## config.mk

```make
export PLATFORM = sky130hd
export DESIGN_NAME = seven_segment_capture
export DESIGN_NICKNAME = d
export VERILOG_FILES = /design/src/rtl/seven_segment_capture.sv
export SDC_FILE = /design/constraint.sdc
export NUM_CORES = 1
export LEC_CHECK = 0
export CORE_MARGIN = 2
export CORE_UTILIZATION = 67
export CTS_CLUSTER_SIZE = 30
export DETAILED_ROUTE_END_ITERATION = 6
export DONT_BUFFER_PORTS = 1
export PLACE_DENSITY = 0.91
export RECOVER_POWER = 25
export SLEW_MARGIN = 20
export SYNTH_ARGS = -nofsm -noshare
export SYNTH_HDL_FRONTEND = slang
export SYNTH_SLANG_ARGS = --single-unit
```

## constraint.sdc

```tcl
create_clock -name clk -period 6.4 [get_ports clk]
set_clock_uncertainty 0.2 [all_clocks]
set_input_delay 0.64 -clock clk [delete_from_list [all_inputs] [get_ports clk]]
set_output_delay 0.64 -clock clk [all_outputs]
set_load 0.05 [all_outputs]
```

## src/rtl/seven_segment_capture.sv

```systemverilog
// Captures a multiplexed 4-digit seven-segment bus, filters digit-switch ghosting
// and republishes the settled digits as a 4-digit BCD frame.
module seven_segment_capture #(
  parameter int STABLE_CYCLES = 4,
  parameter int TIMEOUT       = 65535
) (
  input  logic        clk,
  input  logic        rst,
  input  logic [6:0]  seg,
  input  logic [3:0]  digit_sel,
  output logic [15:0] bcd,
  output logic        frame_valid,
  output logic        frame_err,
  output logic [3:0]  seen,
  output logic        stale
);

  localparam logic [7:0]  STABLE_C    = 8'(STABLE_CYCLES);
  localparam logic [23:0] TIMEOUT_C   = 24'(TIMEOUT);
  localparam logic [23:0] STALE_MAX_C = 24'hFF_FFFF;

  // Returns {error, nibble}; blank is a legal "no digit" code, anything unknown is E.
  function automatic logic [4:0] decode_seg(input logic [6:0] pattern);
    logic [4:0] result;
    case (pattern)
      7'b1111110: result = 5'b0_0000;
      7'b0110000: result = 5'b0_0001;
      7'b1101101: result = 5'b0_0010;
      7'b1111001: result = 5'b0_0011;
      7'b0110011: result = 5'b0_0100;
      7'b1011011: result = 5'b0_0101;
      7'b1011111: result = 5'b0_0110;
      7'b1110000: result = 5'b0_0111;
      7'b1111111: result = 5'b0_1000;
      7'b1111011: result = 5'b0_1001;
      7'b0000000: result = 5'b0_1111;
      default:    result = 5'b1_1110;
    endcase
    return result;
  endfunction

  function automatic logic is_one_hot(input logic [3:0] sel);
    return (sel != 4'b0000) && ((sel & (sel - 4'b0001)) == 4'b0000);
  endfunction

  logic [10:0] sample_r;
  logic [7:0]  run_r;
  logic [15:0] shadow_r;
  logic        err_acc_r;
  logic [23:0] stale_cnt_r;

  logic [10:0] sample_s;
  logic        same_s;
  logic        one_hot_s;
  logic [7:0]  run_nxt_s;
  logic        accept_s;
  logic [4:0]  dec_s;
  logic        complete_s;
  logic [3:0]  seen_nxt_s;
  logic        err_nxt_s;
  logic [15:0] shadow_nxt_s;
  logic [23:0] stale_nxt_s;

  // Run-length tracking against the previous sample, accept detection and next-frame state.
  always_comb begin
    sample_s  = {seg, digit_sel};
    same_s    = (sample_s == sample_r);
    one_hot_s = is_one_hot(digit_sel);
    run_nxt_s = 8'd0;
    if (one_hot_s && same_s) begin
      if (run_r >= STABLE_C) begin
        run_nxt_s = STABLE_C;
      end else begin
        run_nxt_s = run_r + 8'd1;
      end
    end else if (one_hot_s) begin
      run_nxt_s = 8'd1;
    end else begin
      run_nxt_s = 8'd0;
    end
    // A run already saturated at STABLE_CYCLES must not re-fire.
    accept_s     = one_hot_s && (run_nxt_s == STABLE_C) && !(same_s && (run_r == STABLE_C));
    dec_s        = decode_seg(seg);
    complete_s   = (seen == 4'b1111);
    seen_nxt_s   = (complete_s ? 4'b0000 : seen) | (accept_s ? digit_sel : 4'b0000);
    err_nxt_s    = (complete_s ? 1'b0 : err_acc_r) | (accept_s & dec_s[4]);
    shadow_nxt_s = shadow_r;
    for (int i = 0; i < 4; i++) begin
      if (accept_s && digit_sel[i]) begin
        shadow_nxt_s[4*i +: 4] = dec_s[3:0];
      end else begin
        shadow_nxt_s[4*i +: 4] = shadow_r[4*i +: 4];
      end
    end
    if (accept_s) begin
      stale_nxt_s = 24'd0;
    end else if (stale_cnt_r == STALE_MAX_C) begin
      stale_nxt_s = stale_cnt_r;
    end else begin
      stale_nxt_s = stale_cnt_r + 24'd1;
    end
  end

  // Sample, run, shadow and stale registers plus the registered frame outputs.
  always_ff @(posedge clk) begin
    if (rst) begin
      sample_r    <= 11'd0;
      run_r       <= 8'd0;
      shadow_r    <= 16'h0000;
      err_acc_r   <= 1'b0;
      stale_cnt_r <= 24'd0;
      bcd         <= 16'hFFFF;
      frame_valid <= 1'b0;
      frame_err   <= 1'b0;
      seen        <= 4'b0000;
      stale       <= 1'b0;
    end else begin
      sample_r    <= sample_s;
      run_r       <= run_nxt_s;
      shadow_r    <= shadow_nxt_s;
      err_acc_r   <= err_nxt_s;
      stale_cnt_r <= stale_nxt_s;
      seen        <= seen_nxt_s;
      stale       <= (stale_nxt_s >= TIMEOUT_C);
      frame_valid <= complete_s;
      if (complete_s) begin
        bcd       <= shadow_r;
        frame_err <= err_acc_r;
      end else begin
        bcd       <= bcd;
        frame_err <= frame_err;
      end
    end
  end

endmodule

```

==> results of run 1 <==
logic make-up after synthesis:
group | synth area share, %
AOI/OAI and AO/OA | 9.088
buffers and inverters | 4.310
adders and majority gates | 1.002
other | 0.1001
xor gates and xnor gates | 8.654
and+or+nand+nor | 30.34
DFF | 44.37
muxes | 2.138
sequential cells by signal, summed over array words and instances (netlist names):
register,cells
stale_cnt_r,24
bcd,16
shadow_r,16
sample_r,11
run_r,8
seen,4
err_acc_r,1
frame_err,1
frame_valid,1
stale,1
per-layer routing:
layer / GRT usage [%] / part of all wire [%] / vias up / wire length (um)
met5: 0 / 0 / - / 0
met4: 14.21 / 2.5 / 0 / 183
met3: 5.795 / 5.5 / 16 / 405
met2: 41.37 / 49 / 87 / 3671
met1: 31.05 / 43 / 1357 / 3156
li1: - / - / 1451 / -
cell type report:
class	instances	area, sq um	share of cell area, %
clock buffers	9	123.9	3.176
clock inverters	7	76.32	1.957
inverters	3	11.26	0.2887
multi-input cells	324	1937	49.66
flip-flops and latches	83	1662	42.60
well taps	72	90.09	2.310
critical path, delay by kind of cell (launching register included):
kind                     cells  cell delay [ns]
flip-flops                   1             0.34
buffers and inverters        1             0.07
AND/OR/NAND/NOR              3             1.18
AO/OA/AOI/OAI                2             0.82
adder cells (fa/ha/maj)      1             0.31
worst paths after layout:
| check | depth (start not counted) | end | slack [ns] |
|---|---|---|---|
| worst min-delay path | 1 | sample_r[10] | 0.14 |
| worst min register to register | 2 | shadow_r[13] | 0.26 |
| worst max register to register | 7 | stale | 3.38 |
| worst max-delay path | 7 | stale | 3.38 |
metrics by stage:
stage	hold WS (ns)	setup slack (ns)	std cells	area [sq um]
after floorplan	0.2316	3.871	440	3760
after global placement	0.2380	3.172	482	3700
final	0.1369	3.379	498	3900
after detailed placement	0.2428	3.054	482	3700
after global routing	0.1314	3.143	498	3900
after CTS	0.1255	3.371	498	3900
power by group through the flow:
stage	logic [uW]	registers, uW	clock network [uW]
detailed placement	30.8	540	0
floorplan	38.6	539	0
global route	35.0	529	404
CTS	31.0	528	381
global placement	29.9	540	0
finish	30.9	528	376
cell usage in the layout (no fill, tap or decap), types with 3 or more instances in the layout:
cell type,instances
o21ai_0,7
nand3_1,27
ha_1,3
xnor2_1,25
nor2_1,41
nor2b_1,15
clkbuf_8,9
a21oi_1,22
and4_1,6
nand4_1,6
o311a_1,4
nand2_1,72
mux2i_1,8
conb_1,5
and3_1,10
xor2_1,12
o22ai_1,4
nor3_1,4
nand3b_1,19
dfxtp_1,83
inv_1,3
inv_8,3
==> summary.md, run 1 <==
| Metric | Value |
|---|---|
| Run status | finished, final reports clean |
| Minimum clock period | 3.021 ns |
| PostCTS Resize Cnt | 0 |
| Core Util, Final | just over 70% |
| Crit path DAT | 3.09 ns |
| Pint | just under 700 uW |
| Asr flop ratio synth | 0% |
| Worst path max stage delay | between 0.7 and 0.8 ns |
| CP required | between 6 and 7 ns |
| Total CTS buffers | 9 |
| Total Negative Setup Slacks | 0 ns |
| Synth top area cells | dfxtp_1 (44%), nand2_1 (7.2%), xnor2_1 (5.8%) |
| # clock sinks | between 80 and 90 |
| Synth cell count leaders | dfxtp_1 (83), nand2_1 (72), nor2_1 (41) |
| CP Capture Type | flop |
| Setup violators final | 0 |
| Global-route wire length before repair | approximately 12 mm |
| Die width | 78.76 um |
| # port buffers | 0 |
| Count leader, synth | dfxtp_1 |
| Number of global-route vias before repair | 2,728 |
| Fillers | roughly 420 |
| Worst rel slew slack | 28.02% |
| Hold Startpoint | rst |
| Slowest-stage cell, CP | or2_1 |
| Largest net degree at the start of global routing | 53 |
| CP Cell Sequence | inv_1, ha_1, nor4b_1, o311a_1, or2_1, nor3_1, a41o_1 |
| # rows | 27 |
| Sw frac | 25.57% |
| Reg power frac | a little under three fifths |
| Number of diodes | 0 |
| Syn-to-layout area delta | 4.143% |
| Cts hold-fix bufs | 0 |
| Core box area | about 5400 sq um |
| Max-Cap Viols | 0 |
| Final hold vios | 0 |
| Drt first-iter violations | 170 |
| Clock-pin slew on the worst setup and hold paths | 0.10 ns |
| Post-synthesis sequential area ratio | 44.37% |
| Drt pass-1 iters | 4 |
| Max Clk Rate | 331.1 MHz |
| HP Class | input port to flop |
| Combinational power share | under 10% |
| Chip Height | approximately 79 um |
| Cell taking the most area after synthesis | dfxtp_1 |
| Critical path startpoint | run_r[0] |
| Netlist Area Pre-Place | 3745 sq um |
| Initial antenna violation count | 0 |
| Final ANT Viol Nets | 0 |
| Worst flop-to-flop path startpoint | run_r[0] |
| Io pins | 36 |
| Fin nets | 437 |
| Top cell type's share of synthesized area | 44.37% |
| Synth warn | 0 |
| Via density per instance | 5.845 |
| Starting Density | 68.85% |
| Flop and latch count out of synthesis | 83 |
| Final GP Congestion | 0.8261 |
| Final Power | a little over 900 uW |
| DR WL/cell | 14.89 um |
| Dpl hpwl | 5.023 mm |
| Worst vdd ir | roughly 0.18 mV |
| Slew Limit Fails | 0 |
| Total wire length | ~7.4 mm |
| Syn_area_per_cell | ~8.6 sq um |
| DR vias | ~2,900 |
| Clk_lat worst skew | 0.37 ns |
| EDFF count, synth | 0 |
| P_leak | between 0.001 and 0.0015 uW |
| Bufs on Longest Clock Path | 2 |
| H-tree depth | 3 |
| Crit-path max FO | 26 |
| Clk pwr share | 40.2% |
| Switching power | 239.1 uW |
| Post-route clock period utilization | a little under half |
| Share of layout cells above drive strength 1 | under 10% |
| Post-synthesis cell type count | 53 |
| Root Driver | clkbuf_8 |
| Die Area | 6203 sq um |
| GRT overflow | 0 |
| CP Class | flop to flop |
| DR DRC count | 0 |
| Cells after synthesis | 436 |
| Worst-margin pin slew | 1.066 ns |
| Post-CTS setup buffers | 0 |
| Power Density | 239.8 nW/um^2 |
| CP Launch Type | flop |
| Ys flop type | dfxtp_1 |
| RSZ-0062 raised after global routing | no |
| CTS tree | yes |
| GRT Util Overall | 25.40% |
Note: power is estimated with default switching activity, not from simulation.
==> run 2: changes to the inputs <==
CORE_UTILIZATION = 57   (was 67)
PLACE_DENSITY = 0.83   (was 0.91)
clock period = 2.75 ns   (was 6.4 ns; I/O delays follow)
==> summary.md, run 2 (synthesis gave the netlist of run 1 again) <==
| Metric | Value |
|---|---|
| Run status | finished, final reports clean |
| Crit path DAT | around 2.7 ns |
| Largest net degree at the start of global routing | 52 |
| RSZ-0062 raised after global routing | no |
| DR DRC count | 0 |
| Commonest cells after routing, fill and taps aside | dfxtp_1 (83), nand2_1 (71), nor2_1 (40), nand3_1 (27), xnor2_1 (25) |
| Syn-to-layout area delta | 12.20% |
| WHS Path Cells | 3 |
| Final GP Congestion | 0.8206 |
| Total wire length | 8.200 mm |
| Fillers | 489 |
| CP Class | flop to flop |
| Total Negative Setup Slacks | 0 ns |
| Minimum clock period | 2.607 ns |
| Non-Filler Instances | 530 |
| Die Area | 7234 sq um |
| Fin area | 4202 sq um |
| Dpl hpwl | 5.114 mm |
| Worst hold path endpoint | shadow_r[2] |
| Reg-to-Reg End | stale |
| H-tree depth | 3 |
| Core box area | around 6300 sq um |
| Number of diodes | 0 |
| Worst rel slew slack | 59.76% |
| CTS tree | yes |
| Io pins | 36 |
| Total CTS buffers | 9 |
| Clock-pin slew on the worst setup and hold paths | 0.10 ns |
| Die width | around 85 um |
| Drt pass-1 iters | 5 |
| Initial antenna violation count | 0 |
| Setup ws final | about 0.14 ns |
| Register-to-Register Setup Slack | 0.14 ns |
| Largest regs | stale_cnt_r (24), bcd (16), shadow_r (16) |
| Share of layout cells above drive strength 1 | 8.609% |
| R2R depth | 8 |
| Number of global-route vias before repair | 3,054 |
| Worst flop-to-flop path startpoint | stale_cnt_r[0] |
| CP Launch Type | flop |
| Final Power | 2335 uW |
| GRT overflow | 0 |
| GRT Util Overall | between 20% and 30% |
| Max Clk Rate | ~380 MHz |
| Final hold vios | 0 |
| Hold Startpoint | digit_sel[0] |
| Biggest register | stale_cnt_r |
| Placement Cell Area | 3781 sq um |
| Worst-margin pin slew | 0.6036 ns |
| Global-route wire length before repair | 13.73 mm |
| # port buffers | 0 |
| DR vias | 3,079 |
| Starting Density | between 50% and 60% |
| Slew Limit Fails | 0 |
| # clock sinks | between 80 and 90 |
| Max reg flops | 24 |
| Commonest non-fill, non-tap cell in the layout | dfxtp_1 |
| Via density per instance | between 5 and 6 |
| Clk_lat worst skew | around 0.36 ns |
| Post-route clock period utilization | 94.81% |
| Final ANT Viol Nets | 0 |
| CP required | roughly 2.8 ns |
| Setup violators final | 0 |
| Fin nets | 464 |
| Drt first-iter violations | 133 |
| DR WL/cell | 15.47 um |
| Bufs on Longest Clock Path | 2 |
| CP Capture Type | flop |
| Crit-path max FO | 8 |
| P_leak | around 0.0016 uW |
| Placed Instances | ~500 |
| Root Driver | clkbuf_8 |
| Setup WS pre-CTS | 0.2054 ns |
| Max-Cap Viols | 0 |
| HP Class | input port to flop |
| Worst vdd ir | 0.4820 mV |
| Chip Height | 85.06 um |
| Power Density | about 560 nW/um^2 |
| # rows | 29 |
==> run 2: stage by stage <==
step	utilization [%]	hold WS, ns
after detailed placement	59.55	0.1503
final	66.17	0.004956
after global routing	66.17	0.001352
after global placement	59.55	0.1480
after floorplan	-	0.2316
after CTS	65.73	0.002161
==> run 2: metal layers <==
metal / up-vias / wire length [um] / GRT usage [%]
met5: - / 0 / 0
met3: 20 / 609 / 8.658
met4: 0 / 195 / 11.11
met2: 118 / 4154 / 40.63
met1: 1435 / 3241 / 26.38
li1: 1506 / - / -
==> run 2: cell type report <==
| cell class | instances | area (sq um) | area share, % |
|---|---|---|---|
| clock buffers | 9 | 123.9 | 2.948 |
| multi-input cells | 324 | 1947 | 46.34 |
| well taps | 77 | 96.34 | 2.293 |
| flip-flops and latches | 83 | 1662 | 39.55 |
| clock inverters | 7 | 108.9 | 2.591 |
| repair buffers | 27 | 252.7 | 6.015 |
| inverters | 3 | 11.26 | 0.2680 |
==> run 2: timing repair <==
| action | CTS | global route |
|---|---|---|
| hold endpoints to repair | 53 | 1 |
| endpoints found under the setup margin | 0 | 3 |
| resized for setup | 0 | 3 |
| buffers inserted | 0 | 1 |
| hold buffers | 15 | 1 |
==> run 2: report_power, final <==
part           switching [uW]  internal, uW  leakage [uW]
registers                10.6          1220      0.000675
logic                    52.1          55.7      0.000826
clock network             469           530      0.000118
==> run 2: worst max path at each step <==
stage                        start          end  slack (ns)  cells after the start
floorplan           stale_cnt_r[0]        stale        0.44                      8
global placement    stale_cnt_r[0]        stale        0.30                      8
detailed placement  stale_cnt_r[0]        stale        0.21                      8
CTS                    sample_r[8]  shadow_r[1]        0.09                      9
global route        stale_cnt_r[0]        stale       0.003                      8
finish              stale_cnt_r[0]        stale        0.14                      8
==> run 2: worst max-delay path: stages (launching register included) <==
cell     delay (ns)
dfxtp_1        0.43
ha_1           0.28
nand4_1        0.21
nor3_4         0.36
a31oi_4        0.19
a311o_1        0.37
o21ai_0        0.08
a41oi_1        0.14
a41o_1         0.24
